### config.mk
export PLATFORM = sky130hd
export DESIGN_NAME = multicycle_control_unit
export DESIGN_NICKNAME = d
export VERILOG_FILES = /design/src/rtl/cpu_types_pkg.sv /design/src/rtl/instr_decoder.sv /design/src/rtl/multicycle_control_unit.sv
export SDC_FILE = /design/constraint.sdc
export NUM_CORES = 1
export LEC_CHECK = 0
export ABC_CLOCK_PERIOD_IN_PS = 3600
export CAP_MARGIN = 20
export CORE_ASPECT_RATIO = 1.4
export CORE_MARGIN = 5
export CORE_UTILIZATION = 43
export CTS_BUF_LIST = sky130_fd_sc_hd__clkbuf_16
export CTS_CLUSTER_DIAMETER = 200
export DETAILED_ROUTE_END_ITERATION = 10
export PLACE_DENSITY = 0.75
export SLEW_MARGIN = 20
export SYNTH_ARGS = -nofsm -noshare
export SYNTH_HDL_FRONTEND = slang
export SYNTH_SLANG_ARGS = --single-unit
### constraint.sdc
create_clock -name CLK -period 3.6 [get_ports CLK]
set_input_delay 1.08 -clock CLK [delete_from_list [all_inputs] [get_ports CLK]]
set_output_delay 1.08 -clock CLK [all_outputs]
set_load 0.02 [all_outputs]
### src/rtl/cpu_types_pkg.sv
// Shared CPU types: instruction encodings, ALU operations and the
// multicycle controller's state, error and instruction-class enums.
package cpu_types_pkg;

  typedef enum logic [5:0] {
    OP_RTYPE = 6'h00,
    OP_J     = 6'h02,
    OP_JAL   = 6'h03,
    OP_BEQ   = 6'h04,
    OP_BNE   = 6'h05,
    OP_ADDI  = 6'h08,
    OP_ADDIU = 6'h09,
    OP_SLTI  = 6'h0A,
    OP_SLTIU = 6'h0B,
    OP_ANDI  = 6'h0C,
    OP_ORI   = 6'h0D,
    OP_XORI  = 6'h0E,
    OP_LUI   = 6'h0F,
    OP_LW    = 6'h23,
    OP_SW    = 6'h2B,
    OP_HALT  = 6'h3F
  } opcode_t;

  typedef enum logic [5:0] {
    FN_SLL  = 6'h00,
    FN_SRL  = 6'h02,
    FN_JR   = 6'h08,
    FN_ADD  = 6'h20,
    FN_ADDU = 6'h21,
    FN_SUB  = 6'h22,
    FN_SUBU = 6'h23,
    FN_AND  = 6'h24,
    FN_OR   = 6'h25,
    FN_XOR  = 6'h26,
    FN_NOR  = 6'h27,
    FN_SLT  = 6'h2A,
    FN_SLTU = 6'h2B
  } funct_t;

  typedef enum logic [3:0] {
    ALU_SLL, ALU_SRL, ALU_ADD, ALU_SUB, ALU_AND,
    ALU_OR, ALU_XOR, ALU_NOR, ALU_SLT, ALU_SLTU
  } aluop_t;

  typedef enum logic [2:0] {
    FETCH, DECODE, EXEC, MEM, WB, HALT
  } ctrl_state_t;

  typedef enum logic [1:0] {
    ERR_NONE        = 2'd0,
    ERR_MEM_TIMEOUT = 2'd1,
    ERR_ILLEGAL     = 2'd2,
    ERR_OVERFLOW    = 2'd3
  } ctrl_err_t;

  typedef enum logic [2:0] {
    CLS_ALU, CLS_LW, CLS_SW, CLS_BEQ, CLS_BNE, CLS_J, CLS_JAL, CLS_JR
  } instr_class_t;

  // PC source select
  localparam logic [1:0] PCSRC_NEXT   = 2'd0;
  localparam logic [1:0] PCSRC_JUMP   = 2'd1;
  localparam logic [1:0] PCSRC_BRANCH = 2'd2;
  localparam logic [1:0] PCSRC_RS     = 2'd3;

  // Register destination select
  localparam logic [1:0] REGDST_RT  = 2'd0;
  localparam logic [1:0] REGDST_RD  = 2'd1;
  localparam logic [1:0] REGDST_R31 = 2'd2;

  // Writeback source select
  localparam logic [1:0] WBSRC_ALU   = 2'd0;
  localparam logic [1:0] WBSRC_DLOAD = 2'd1;
  localparam logic [1:0] WBSRC_PC4   = 2'd2;

  // ALU port B select
  localparam logic [1:0] SRC_RT    = 2'd0;
  localparam logic [1:0] SRC_IMM   = 2'd1;
  localparam logic [1:0] SRC_UPPER = 2'd2;

endpackage

### src/rtl/instr_decoder.sv
// Combinational instruction decoder: opcode/funct to static datapath
// controls, instruction class and an illegal-encoding flag.
module instr_decoder
  import cpu_types_pkg::*;
(
  input  logic [5:0] opcode_i,
  input  logic [5:0] funct_i,
  output logic [3:0] alu_ctr_o,
  output logic [1:0] alu_src_o,
  output logic       ext_op_o,
  output logic       rtype_o,
  output logic       shamt_sel_o,
  output logic [2:0] iclass_o,
  output logic       ovf_chk_o,
  output logic       illegal_o
);

  aluop_t       alu_ctr;
  instr_class_t iclass;

  assign alu_ctr_o = alu_ctr;
  assign iclass_o  = iclass;

  // Opcode/funct decode into datapath controls
  always_comb begin
    // NOTE: every output gets a default before the case so no path can infer a latch.
    alu_ctr     = ALU_ADD;
    alu_src_o   = SRC_RT;
    ext_op_o    = 1'b1;
    rtype_o     = 1'b0;
    shamt_sel_o = 1'b0;
    iclass      = CLS_ALU;
    ovf_chk_o   = 1'b0;
    illegal_o   = 1'b0;
    case (opcode_i)
      OP_RTYPE: begin
        rtype_o = 1'b1;
        case (funct_i)
          FN_SLL:  begin alu_ctr = ALU_SLL; shamt_sel_o = 1'b1; end
          FN_SRL:  begin alu_ctr = ALU_SRL; shamt_sel_o = 1'b1; end
          FN_JR:   iclass = CLS_JR;
          FN_ADD:  ovf_chk_o = 1'b1;
          FN_ADDU: alu_ctr = ALU_ADD;
          FN_SUB:  begin alu_ctr = ALU_SUB; ovf_chk_o = 1'b1; end
          FN_SUBU: alu_ctr = ALU_SUB;
          FN_AND:  alu_ctr = ALU_AND;
          FN_OR:   alu_ctr = ALU_OR;
          FN_XOR:  alu_ctr = ALU_XOR;
          FN_NOR:  alu_ctr = ALU_NOR;
          FN_SLT:  alu_ctr = ALU_SLT;
          FN_SLTU: alu_ctr = ALU_SLTU;
          default: illegal_o = 1'b1;
        endcase
      end
      OP_J:     iclass = CLS_J;
      OP_JAL:   iclass = CLS_JAL;
      OP_BEQ:   begin iclass = CLS_BEQ; alu_ctr = ALU_SUB; end
      OP_BNE:   begin iclass = CLS_BNE; alu_ctr = ALU_SUB; end
      OP_ADDI:  begin alu_src_o = SRC_IMM; ovf_chk_o = 1'b1; end
      OP_ADDIU: alu_src_o = SRC_IMM;
      OP_SLTI:  begin alu_src_o = SRC_IMM; alu_ctr = ALU_SLT; end
      OP_SLTIU: begin alu_src_o = SRC_IMM; alu_ctr = ALU_SLTU; end
      OP_ANDI:  begin alu_src_o = SRC_IMM; alu_ctr = ALU_AND; ext_op_o = 1'b0; end
      OP_ORI:   begin alu_src_o = SRC_IMM; alu_ctr = ALU_OR;  ext_op_o = 1'b0; end
      OP_XORI:  begin alu_src_o = SRC_IMM; alu_ctr = ALU_XOR; ext_op_o = 1'b0; end
      // rs is $0 for LUI, so OR passes the shifted immediate through
      OP_LUI:   begin alu_src_o = SRC_UPPER; alu_ctr = ALU_OR; end
      OP_LW:    begin alu_src_o = SRC_IMM; iclass = CLS_LW; end
      OP_SW:    begin alu_src_o = SRC_IMM; iclass = CLS_SW; end
      default:  illegal_o = 1'b1;
    endcase
  end

endmodule

### src/rtl/multicycle_control_unit.sv
// Multicycle FSM controller for the A0 MIPS datapath: sequences fetch,
// decode, execute, memory and writeback, holds the IR, and traps on
// memory timeout, illegal encodings and (optionally) signed overflow.
module multicycle_control_unit
  import cpu_types_pkg::*;
#(
  parameter int WORD_W      = 32,
  parameter int ALUCTR_W    = 4,
  parameter int MEM_TIMEOUT = 255,
  parameter int OVF_TRAP    = 1
) (
  input  logic                CLK,
  input  logic                nRST,
  input  logic [WORD_W-1:0]   instr,
  input  logic                ihit,
  input  logic                dhit,
  input  logic                alu_zf,
  input  logic                alu_vf,
  output logic                iREN,
  output logic                dREN,
  output logic                dWEN,
  output logic                IRWr,
  output logic                PCWr,
  output logic [1:0]          PCSrc,
  output logic                RegWr,
  output logic [1:0]          RegDst,
  output logic [1:0]          MemToReg,
  output logic [1:0]          ALUSrc,
  output logic [ALUCTR_W-1:0] ALUctr,
  output logic                ExtOp,
  output logic                shamt_sel,
  output logic                halt,
  output logic [1:0]          err
);

  localparam int CNT_W = (MEM_TIMEOUT < 2) ? 1 : $clog2(MEM_TIMEOUT + 1);
  localparam logic [CNT_W-1:0] TIMEOUT_CNT = CNT_W'(MEM_TIMEOUT);

  ctrl_state_t       state_q;
  logic [CNT_W-1:0]  wait_q;
  logic [WORD_W-1:0] ir_q;
  logic              halt_q;
  ctrl_err_t         err_q;

  logic [3:0]   dec_alu_ctr;
  logic [1:0]   dec_alu_src;
  logic         dec_ext_op;
  logic         dec_rtype;
  logic         dec_shamt_sel;
  logic [2:0]   dec_iclass;
  logic         dec_ovf_chk;
  logic         dec_illegal;
  instr_class_t iclass;
  logic         timeout;
  logic         ovf_trap;
  logic         unused_ir;

  instr_decoder u_decoder (
    .opcode_i    (ir_q[31:26]),
    .funct_i     (ir_q[5:0]),
    .alu_ctr_o   (dec_alu_ctr),
    .alu_src_o   (dec_alu_src),
    .ext_op_o    (dec_ext_op),
    .rtype_o     (dec_rtype),
    .shamt_sel_o (dec_shamt_sel),
    .iclass_o    (dec_iclass),
    .ovf_chk_o   (dec_ovf_chk),
    .illegal_o   (dec_illegal)
  );

  // Register fields are consumed by the datapath, not by control
  assign unused_ir = ^ir_q[25:6];

  assign iclass   = instr_class_t'(dec_iclass);
  assign timeout  = (MEM_TIMEOUT != 0) && (wait_q == TIMEOUT_CNT);
  assign ovf_trap = (OVF_TRAP != 0) && dec_ovf_chk && alu_vf;
  assign halt     = halt_q;
  assign err      = err_q;

  // Sequencing: state, instruction register, wait counter, sticky halt/error
  always_ff @(posedge CLK or negedge nRST) begin
    if (!nRST) begin
      state_q <= FETCH;
      wait_q  <= '0;
      ir_q    <= '0;
      halt_q  <= 1'b0;
      err_q   <= ERR_NONE;
    end else begin
      // NOTE: non-blocking assignments so every register updates from pre-edge values.
      case (state_q)
        FETCH: begin
          if (ihit) begin
            ir_q   <= instr;
            wait_q <= '0;
            if (instr[31:26] == OP_HALT) begin
              state_q <= HALT;
              halt_q  <= 1'b1;
            end else begin
              state_q <= DECODE;
            end
          end else if (timeout) begin
            state_q <= HALT;
            halt_q  <= 1'b1;
            err_q   <= ERR_MEM_TIMEOUT;
          end else if (wait_q != '1) begin
            wait_q <= wait_q + CNT_W'(1);
          end
        end
        DECODE: begin
          wait_q <= '0;
          if (dec_illegal) begin
            state_q <= HALT;
            halt_q  <= 1'b1;
            err_q   <= ERR_ILLEGAL;
          end else begin
            state_q <= EXEC;
          end
        end
        EXEC: begin
          wait_q <= '0;
          case (iclass)
            CLS_BEQ, CLS_BNE, CLS_J, CLS_JAL, CLS_JR: state_q <= FETCH;
            CLS_LW, CLS_SW:                           state_q <= MEM;
            default: begin
              if (ovf_trap) begin
                state_q <= HALT;
                halt_q  <= 1'b1;
                err_q   <= ERR_OVERFLOW;
              end else begin
                state_q <= WB;
              end
            end
          endcase
        end
        MEM: begin
          if (dhit) begin
            wait_q  <= '0;
            state_q <= (iclass == CLS_LW) ? WB : FETCH;
          end else if (timeout) begin
            state_q <= HALT;
            halt_q  <= 1'b1;
            err_q   <= ERR_MEM_TIMEOUT;
          end else if (wait_q != '1) begin
            wait_q <= wait_q + CNT_W'(1);
          end
        end
        WB: begin
          wait_q  <= '0;
          state_q <= FETCH;
        end
        HALT:    state_q <= HALT;
        default: state_q <= FETCH;
      endcase
    end
  end

  // Control outputs from state and IR; all of them drop while nRST is low
  always_comb begin
    iREN      = 1'b0;
    dREN      = 1'b0;
    dWEN      = 1'b0;
    IRWr      = 1'b0;
    PCWr      = 1'b0;
    PCSrc     = PCSRC_NEXT;
    RegWr     = 1'b0;
    RegDst    = REGDST_RT;
    MemToReg  = WBSRC_ALU;
    ALUSrc    = SRC_RT;
    ALUctr    = '0;
    ExtOp     = 1'b0;
    shamt_sel = 1'b0;
    if (nRST) begin
      if (state_q inside {DECODE, EXEC, MEM, WB}) begin
        ExtOp     = dec_ext_op;
        ALUSrc    = dec_alu_src;
        ALUctr    = ALUCTR_W'(dec_alu_ctr);
        shamt_sel = dec_shamt_sel;
      end
      case (state_q)
        FETCH: begin
          iREN = 1'b1;
          IRWr = ihit;
          PCWr = ihit;
        end
        EXEC: begin
          case (iclass)
            CLS_BEQ: begin PCWr = alu_zf;  PCSrc = PCSRC_BRANCH; end
            CLS_BNE: begin PCWr = !alu_zf; PCSrc = PCSRC_BRANCH; end
            CLS_J:   begin PCWr = 1'b1;    PCSrc = PCSRC_JUMP;   end
            CLS_JAL: begin
              PCWr     = 1'b1;
              PCSrc    = PCSRC_JUMP;
              RegWr    = 1'b1;
              RegDst   = REGDST_R31;
              MemToReg = WBSRC_PC4;
            end
            CLS_JR:  begin PCWr = 1'b1;    PCSrc = PCSRC_RS;     end
            default: ;
          endcase
        end
        MEM: begin
          dREN = (iclass == CLS_LW);
          dWEN = (iclass == CLS_SW);
        end
        WB: begin
          RegWr    = 1'b1;
          RegDst   = dec_rtype ? REGDST_RD : REGDST_RT;
          MemToReg = (iclass == CLS_LW) ? WBSRC_DLOAD : WBSRC_ALU;
        end
        default: ;
      endcase
    end
  end

endmodule

==> metrics.yaml, run 1 <==
run_status:
  status: "finished clean"
logic_synthesis:
  seq_area_frac_synth_pct: 33.12
  synthXorXnorAreaFrac_pct: 0.8917
  synth-edff-count: 0
  synth_area_leaders: "dfrtp_1 33%, nand2_1 8.2%, a21oi_1 4.8%"
  synthAdderAreaFrac_pct: 0.6369
  ys_warn_count: 0
  yosys.area.top_type: "dfrtp_1"
  synth-simple-area-share_pct: 32.23
  synth_seq_cells: 26
  ys_types: 55
  syn_avg_cell_area_um2: 7.441
  ys.flop_type: "dfrtp_1"
  synthMuxAreaShare_pct: 0
  synth_cells: 264
  synth_compound_area_share_pct: 27.20
  synth_fp_nets: 303
  async_reset_ff_share_pct: 100.0
  synth_top_family_by_area: "simple AND/OR/NAND/NOR gates"
  syn_area_um2: 1964
  yosys.area.top_type_share_pct: 33.12
timing:
  max_freq_mhz: 282.8
  hold_violations: 0
  final-max-slew-violation-count: 0
  setup_viol: 0
  period_share_pct: 98.22
  tightest_slew_ns: 0.7947
  rsz0062_at_grt: "no"
  skew_ns: 0.002365
  finalWorstSetupSlack_ns: 0.06399
  period_needed_ns: 3.536
  max-slew-margin-rel_pct: 46.82
critical_path:
  critical_path.max_fanout: 4
  slowest_delay_ns: 0.43
  crit_slowest_cell: "or3_1"
  endpoint_kind: "primary output"
  cp_data_arrival_time_ns: 2.46
  critical_path_required_ns: 2.52
  critPathKind: "in2out"
  crit_top_cell: "dlygate4sd2_1"
  cp_cell_sequence: "dlygate4sd2_1, nand3_2, or3_1, a21oi_1, dlygate4sd2_1"
  reg2regPathDepth: 6
  cp-start-kind: "primary input"
grt:
  grt_antenna_before_repair: 0
  grt_max_degree: 26
  grt_pass1_wl_um: 9908
  grt_pass1_vias: 2207
  grt_overflow_total: 0
  track_usage_pct: 20.92
drt:
  drc: 0
  drtAntennaViolNets: 0
  routedWlPerCell_um: 15.33
  drt_first_pass_iters: 4
  via_count: 2184
  first_iter_violations: 112
  wl_um: 5794
  vias_per_cell: 5.778
min_path:
  hold_depth: 1
  hold_path_class: "reg2reg"
finish:
  final_cell_mix: "43 x nand2_1, 26 x dfrtp_1, 26 x buf_4"
  antennaDiodeCount: 0
  utilization_pct: 59.07
  drive_gt1_share_pct: 12.34
  layout_commonest_cell: "nand2_1"
  layout.nets: 356
  syn_to_final_growth_pct: 35.29
  fillers: 473
  fin_cells: 378
die:
  die_w_um: 67.13
  io_pins: 61
  die-area_um2: 6039
  initial_utilization_pct: 43.66
  core_area_um2: 4499
  fp.dieH_um: 89.97
  fp-row-count: 29
place:
  dp_hpwl_um: 4535
  gp_congestion: 0.9041
  dp_slack_ns: -0.5029
  dp.cells: 374
  port_buffers: 40
clock_network:
  cts_tree: "done"
  clk_latency_ns: 0.26
  cts-hold-fix-buffers: 0
  clk_pin_slew_ns: 0.07
  clock_sinks: 26
  htree_levels: 1
  cts_made_buffers: 3
  cts_root_buffer: "clkbuf_16"
  cts_setup_buffers: 0
  clockBufferDepth: 2
power_and_ir_drop:
  p_leak_nw: 1.177
  total_power_mw: 2.077
  peakVddDrop_mv: 0.4351
  cellPowerDensity_nw_per_um2: 781.7
job:
  maxCapViolations: 0
-- through the flow --
step	cell area, µm²	setup TNS, ns	hold slack (ns)
floorplan	1964	0	0.4590
global placement	2562	-8.142	0.4623
detailed placement	2562	-7.703	0.4665
CTS	2663	0	0.4818
global route	2658	0	0.4906
finish	2658	0	0.4796
-- per-layer routing --
| metal | up-vias | GRT usage, % | share of wire [%] |
|---|---|---|---|
| met5 | - | 0 | 0 |
| met4 | 0 | 10.83 | 3.7 |
| met3 | 20 | 4.239 | 4.5 |
| met2 | 65 | 38.31 | 55 |
| met1 | 1036 | 21.18 | 36 |
| li1 | 1063 | - | - |
-- layout make-up --
type / count / area, µm² / share of cell area, %
Timing Repair Buffer: 67 / 588.1 / 22.13
Sequential cell: 26 / 650.6 / 24.48
Clock buffer: 3 / 75.07 / 2.825
Tap cell: 62 / 77.57 / 2.919
Clock inverter: 1 / 30.03 / 1.130
Multi-Input combinational cell: 210 / 1202 / 45.24
Inverter: 9 / 33.78 / 1.271
-- registers in the layout, indices dropped and copies added (netlist names) --
signal   cells
err          2
halt         1
ir_q        12
state_q      3
wait_q       8
-- worst max-delay path: cells and delay by family --
kind,cells,cell delay (ns)
compound gates,1,0.12
simple gates,2,0.59
buf+inv,2,0.66
-- repair_timing --
action | 4_1_cts | 5_1_grt
gates resized for setup | 31 | 3
setup endpoints to repair | 20 | 2
hold endpoints to repair | 0 | 0
pin swaps | 1 | 1
-- synthesized netlist by cell type (all sizes together), types with 2 or more instances --
library cell,n
o32ai,2
nor4,2
nor3,8
nand3b,2
o22ai,3
buf,6
a41oi,2
inv,9
a22o,2
a21oi,20
a2bb2oi,2
nand4,4
o21a,3
a22oi,2
nand4b,2
o21bai,3
nand2b,3
nand2,43
or3,3
nor2,23
and4,2
o211ai,3
and2,4
o21ai,19
nor2b,8
clkbuf,13
a31oi,5
and3,5
nand3,15
a32o,2
dfrtp,26
-- cell families after synthesis --
kind of cell / after synthesis
XOR/XNOR: 2
flip-flops: 26
adder cells (fa/ha/maj): 1
AND/OR/NAND/NOR: 128
AO/OA/AOI/OAI: 79
buffers and inverters: 28
-- power by group --
group,total [mW],switching [mW],internal (mW),leakage [nW]
registers,0.474,0.0888,0.386,0.329
clock network,0.328,0.106,0.222,0.0511
logic,1.28,0.747,0.528,0.797
-- path summary, 6_finish.rpt --
kind | start | end | slack (ns)
setup / recovery | nRST | ALUctr[3] | 0.06
hold / removal | halt | halt | 0.48
max in group asynchronous | nRST | ir_q[1] | 2.41
min in group asynchronous | nRST | wait_q[0] | 1.02
hold reg to reg | halt | halt | 0.48
setup reg to reg | ir_q[3] | state_q[0] | 1.49
(Power assumes the default switching activity.)
==> inputs of run 2 (changes only) <==
CORE_ASPECT_RATIO = 0.5   (was 1.4)
CORE_UTILIZATION = 51   (was 43)
PLACE_DENSITY = 0.86   (was 0.75)
==> run 2 against run 1 <==
Net effect:
- global-route usage up 2.6 points
- die area is 13% lower
- critical path depth unchanged
- worst setup slack better by 0.0064 ns
- first-iteration DRC count up 40%
- critical endpoint is now ALUctr[1]
- clock skew about the same
- sequential share of layout area increased by 0.77 points
- flip-flop and latch count stayed put
- count of clock-buffer cells in the layout unchanged
==> metrics.yaml, run 2 (synthesis results as in run 1) <==
run_status:
  status: "finished clean"
place:
  port_buffers: 40  # unchanged
  dp_hpwl_um: 4380  # -3.4%
  gp_congestion: 0.8902  # -1.5%
  dp.cells: 358  # -4.3%
critical_path:
  r2r_end: "state_q[0]"
  critPathKind: "in2out"
  reg2reg_slack_ns: 1.50  # about the same
  reg2regPathDepth: 5  # -1
  rr_startpoint: "ir_q[0]"
  cp-start-kind: "primary input"
  critical_path.max_fanout: 5  # +1
  cp_data_arrival_time_ns: 2.45  # about the same
  endpoint_kind: "primary output"
  critical_path_required_ns: 2.52  # about the same
clock_network:
  cts_setup_buffers: 0  # unchanged
  clk_pin_slew_ns: 0.06  # about the same
  cts_made_buffers: 3  # unchanged
  cts_tree: "done"
  htree_levels: 1  # unchanged
  clk_latency_ns: 0.26  # about the same
  clockBufferDepth: 2  # unchanged
  clock_sinks: 26  # unchanged
  cts_root_buffer: "clkbuf_16"
min_path:
  hold-path-endpoint: "halt"
  hold_depth: 1  # unchanged
  hold_start: "halt"
  hold_path_class: "reg2reg"
drt:
  vias_per_cell: 6.089  # +5.4%
  drt_first_pass_iters: 8  # +4
  drc: 0  # unchanged
  routedWlPerCell_um: 16.13  # +5.3%
  via_count: 2198  # +0.64%
  drtAntennaViolNets: 0  # unchanged
  first_iter_violations: 157  # +40%
  wl_um: 5824  # +0.52%
power_and_ir_drop:
  p_leak_nw: 1.146  # -2.6%
  peakVddDrop_mv: 0.4534  # +4.2%
  seq_power_share_pct: 24.7  # +1.9 points
  intPower_mw: 1.040  # -8.4%
  combPwrFrac_pct: 63.2  # +1.8 points
  swShare_pct: 47.41  # +2.0 points
  p_clk_share_pct: 12.2  # -3.6 points
  cellPowerDensity_nw_per_um2: 767.5  # -1.8%
  power_switching_mw: 0.9373  # -0.56%
finish:
  layout_commonest_cell: "nand2_1"
  top_register: "ir_q"
  syn_to_final_growth_pct: 31.15
  largest_register_ffs: 12  # unchanged
  utilization_pct: 72.25  # +13 points
  drive_gt1_share_pct: 10.32  # -2.0 points
  multiInputGateArea_um2: 1202  # unchanged
  fillers: 297  # -37%
  regArea_um2: 650.6  # unchanged
  layout.nets: 351  # -1.4%
  final_cell_mix: "43 x nand2_1, 26 x dfrtp_1, 23 x nor2_1, 23 x clkdlybuf4s50_1, 21 x buf_4"
  top_regs: "ir_q: 12 flops, wait_q: 8 flops, state_q: 3 flops"
  fin_cells: 361  # -4.5%
  antennaDiodeCount: 0  # unchanged
timing:
  period_share_pct: 98.04  # -0.18 points
  setup_viol: 0  # unchanged
  hold_violations: 0  # unchanged
  max-slew-margin-rel_pct: 63.62  # +17 points
  rsz0062_at_grt: "yes"
  max_freq_mhz: 283.3  # +0.18%
  final-max-slew-violation-count: 0  # unchanged
  tightest_slew_ns: 0.5410  # -0.2537 ns
  skew_ns: 0.002803  # +0.0004378 ns
  period_needed_ns: 3.530  # -0.006406 ns
grt:
  grt_antenna_before_repair: 0  # unchanged
  grt_pass1_vias: 2075  # -6.0%
  grt_overflow_total: 0  # unchanged
  grt_max_degree: 21  # -19%
  grt_pass1_wl_um: 9915  # about the same
  track_usage_pct: 23.52  # +2.6 points
die:
  io_pins: 61  # unchanged
  die-area_um2: 5268  # -13%
  initial_utilization_pct: 55.09  # +11 points
  die_w_um: 97.77  # +46%
  fp.dieH_um: 53.89  # -40%
  fp-row-count: 15  # -48%
  core_area_um2: 3566  # -21%
job:
  maxCapViolations: 0  # unchanged
==> run 2: critical path, stage by stage <==
cell and delay, ns:
dlygate4sd2_1 0.29, nand3_2 0.14, buf_4 0.18, a21oi_1 0.13, clkdlybuf4s50_1 0.63
==> run 2: how the worst max path moves through the flow <==
stage,startpoint,end,slack (ns)
6_report,nRST,ALUctr[1],0.07
5_1_grt,nRST,MemToReg[1],-0.01
2_1_floorplan,ir_q[27],shamt_sel,0.51
4_1_cts,nRST,RegWr,0.05
3_3_place_gp,nRST,ALUctr[3],-0.44
3_5_place_dp,nRST,RegWr,-0.46
==> run 2: per-stage QoR <==
step | setup TNS (ns) | instance area (µm²) | setup slack [ns] | hold slack (ns) | total power [mW]
after floorplan | 0 | 1964 | 0.5095 | 0.4590 | 1.305
after global placement | -5.914 | 2511 | -0.4377 | 0.4557 | 1.666
after detailed placement | -5.959 | 2511 | -0.4563 | 0.4752 | 1.716
after CTS | 0 | 2577 | 0.04729 | 0.4892 | 1.965
after global routing | -0.01971 | 2576 | -0.01153 | 0.5423 | 2.139
final | 0 | 2576 | 0.07039 | 0.4843 | 1.977
==> run 2: cell type report <==
type | count | area share, %
timing repair buffer | 62 | 21.37
multi-input combinational | 210 | 46.67
inverter | 9 | 1.311
sequential | 26 | 25.25
clock buffer | 3 | 2.914
tap | 51 | 2.477
==> run 2: what timing repair did <==
action | in CTS | in global routing
gates resized for setup | 20 | 4
hold buffers | 0 | 0
setup endpoints to repair | 20 | 4
hold endpoints to repair | 0 | 0
==> run 2: routing by layer <==
layer  vias up  share of wire (%)  GRT usage (%)
li1       1048                  -              -
met1      1052                 41          28.32
met2        86                 50          43.65
met3        12                7.1          5.433
met4         0                1.7          6.437
met5         -                  0              0
==> run 2: power by group through the flow <==
stage | logic, mW | clock network (mW) | registers, mW
4_1_cts | 1.23 | 0.246 | 0.487
3_5_place_dp | 1.22 | 0 | 0.493
5_1_grt | 1.37 | 0.260 | 0.505
6_report | 1.25 | 0.240 | 0.488
3_3_place_gp | 1.18 | 0 | 0.485
2_1_floorplan | 0.853 | 0 | 0.452
==> inputs of run 3 (changes only) <==
SETUP_SLACK_MARGIN = 0.1   (was not set)
==> run 3 against run 2 <==
Net effect:
- maximum frequency grew 2.6%
- cell count is the same
- critical path type unchanged
- via count is 1.2% lower
- register-to-register slack about the same
- largest cell class unchanged
- cell area fell by 0.53%
- clock power about the same
- wire length fell by 1.0%
- global-route usage down 0.14 points
- critical endpoint is now RegWr
- clock skew shrank 0.00071 ns
- combinational power is essentially flat
- total power fell by 0.60%
- die area is the same
==> metrics.yaml, run 3 (synthesis results as in run 1) <==
finish:
  top_regs: "ir_q: 12 flops, wait_q: 8 flops, state_q: 3 flops"
  drive_gt1_share_pct: 12.58  # +2.3 points
  layout.nets: 351  # unchanged
  largest_register_ffs: 12  # unchanged
  antennaDiodeCount: 0  # unchanged
  final_cell_mix: "43 x nand2_1, 26 x dfrtp_1, 23 x nor2_1"
  fin_cells: 361  # unchanged
  top_register: "ir_q"
  layout_commonest_cell: "nand2_1"
  design_area_um2: 2562  # -0.53%
  syn_to_final_growth_pct: 30.45
grt:
  grt_max_degree: 21  # unchanged
  track_usage_pct: 23.38  # -0.14 points
  grt_pass1_wl_um: 9880  # -0.35%
  grt_antenna_before_repair: 0  # unchanged
  grt_overflow_total: 0  # unchanged
  grt_pass1_vias: 2082  # +0.34%
clock_network:
  clk_latency_ns: 0.26  # about the same
  clock_sinks: 26  # unchanged
  htree_levels: 1  # unchanged
  cts-hold-fix-buffers: 0  # unchanged
  cts_setup_buffers: 0  # unchanged
  cts_root_buffer: "clkbuf_16"
  cts_made_buffers: 3  # unchanged
  cts_tree: "done"
  clockBufferDepth: 2  # unchanged
  clk_pin_slew_ns: 0.06  # about the same
timing:
  setup_viol: 0  # unchanged
  fin_tns_setup_ns: 0  # unchanged
  max_freq_mhz: 290.6  # +2.6%
  skew_ns: 0.002089  # -0.0007146 ns
  period_share_pct: 95.59  # -2.5 points
  tightest_slew_ns: 0.5575  # +0.01650 ns
  max-slew-margin-rel_pct: 62.51  # -1.1 points
  period_needed_ns: 3.441  # -0.08841 ns
  rsz0062_at_grt: "yes"
  finalWorstSetupSlack_ns: 0.1588  # +0.08841 ns
  final-max-slew-violation-count: 0  # unchanged
  hold_violations: 0  # unchanged
critical_path:
  crit_slowest_cell: "clkdlybuf4s15_2"
  cp_data_arrival_time_ns: 2.36  # -0.09 ns
  critical_path_required_ns: 2.52  # about the same
  critical-path-top-delay-family: "buffers and inverters"
  slowest_delay_ns: 0.29  # -0.34 ns
  critical_path.max_fanout: 4  # -1
  reg2regPathDepth: 5  # unchanged
  path_depth: 7  # +2
  cp-start-kind: "primary input"
  crit_buf_inv: 3  # unchanged
  cp_cell_sequence: "clkdlybuf4s15_1, buf_4, nand2_1, nor2_1, o21ai_0, o21ai_1, clkdlybuf4s15_2"
  critPathKind: "in2out"
  endpoint_kind: "primary output"
power_and_ir_drop:
  swShare_pct: 47.51  # +0.10 points
  intPower_mw: 1.032  # -0.80%
  peakVddDrop_mv: 0.4536  # about the same
  combPwrFrac_pct: 63.0  # -0.2 points
  p_clk_share_pct: 12.2  # about the same
  power_switching_mw: 0.9338  # -0.38%
  seq_power_share_pct: 24.8  # about the same
  cellPowerDensity_nw_per_um2: 767.0  # about the same
  p_leak_nw: 1.145  # -0.11%
die:
  die-area_um2: 5268  # unchanged
  core_area_um2: 3566  # unchanged
  fp.dieH_um: 53.89  # unchanged
  fp-row-count: 15  # unchanged
  io_pins: 61  # unchanged
  die_w_um: 97.77  # unchanged
  initial_utilization_pct: 55.09  # unchanged
drt:
  drtAntennaViolNets: 0  # unchanged
  drt_first_pass_iters: 5  # -3
  routedWlPerCell_um: 15.96  # -1.0%
  wl_um: 5763  # -1.0%
  vias_per_cell: 6.014  # -1.2%
  drc: 0  # unchanged
  first_iter_violations: 189  # +20%
  via_count: 2171  # -1.2%
run_status:
  status: "finished clean"
place:
  placed_area_um2: 2511  # unchanged
  gp_congestion: 0.8902  # unchanged
  port_buffers: 40  # unchanged
  dp.cells: 358  # unchanged
  dp_hpwl_um: 4380  # unchanged
  dp_slack_ns: -0.4563  # unchanged
min_path:
  hold_depth: 1  # unchanged
  hold_path_class: "reg2reg"
job:
  maxCapViolations: 0  # unchanged
-- run 3: per-stage QoR --
stage / power, mW / util (%) / hold slack [ns]
floorplan: 1.305 / - / 0.4590
global placement: 1.666 / 70.42 / 0.4557
detailed placement: 1.716 / 70.42 / 0.4752
CTS: 1.957 / 72.35 / 0.4892
global route: 2.129 / 71.86 / 0.5423
finish: 1.965 / 71.86 / 0.4846
-- run 3: final timing paths --
path	to	startpoint	slack [ns]
max reg2reg	state_q[0]	ir_q[0]	1.51
min in group asynchronous	wait_q[1]	nRST	0.95
max	RegWr	nRST	0.16
min	halt	halt	0.48
min reg2reg	halt	halt	0.48
max in group asynchronous	wait_q[6]	nRST	2.43
-- run 3: power by group through the flow --
stage	Combinational [mW]	Sequential, mW	Clock (mW)
after global routing	1.36	0.505	0.260
after floorplan	0.853	0.452	0
after detailed placement	1.22	0.493	0
final	1.24	0.488	0.240
after global placement	1.18	0.485	0
after CTS	1.22	0.487	0.246
-- run 3: per-layer routing --
metal / vias up / share of wire, % / global-route usage, %
met3: 9 / 6.3 / 5.433
met5: - / 0 / 0
met4: 0 / 1.2 / 6.437
li1: 1051 / - / -
met1: 1038 / 42 / 27.69
met2: 73 / 51 / 43.99
-- run 3: area by class of cell --
type	count	area, µm²
clock buffer	3	75.07
fill	303	1003
inverter	9	33.78
multi-input combinational	210	1202
sequential	26	650.6
tap	51	63.81
timing repair buffer	62	536.8
-- run 3: repair_timing --
| item | in CTS | in global routing |
|---|---|---|
| pin swaps | 0 | 0 |
| gates resized for setup | 29 | 16 |
| cloned | 0 | 0 |
| setup endpoints to repair | 20 | 11 |
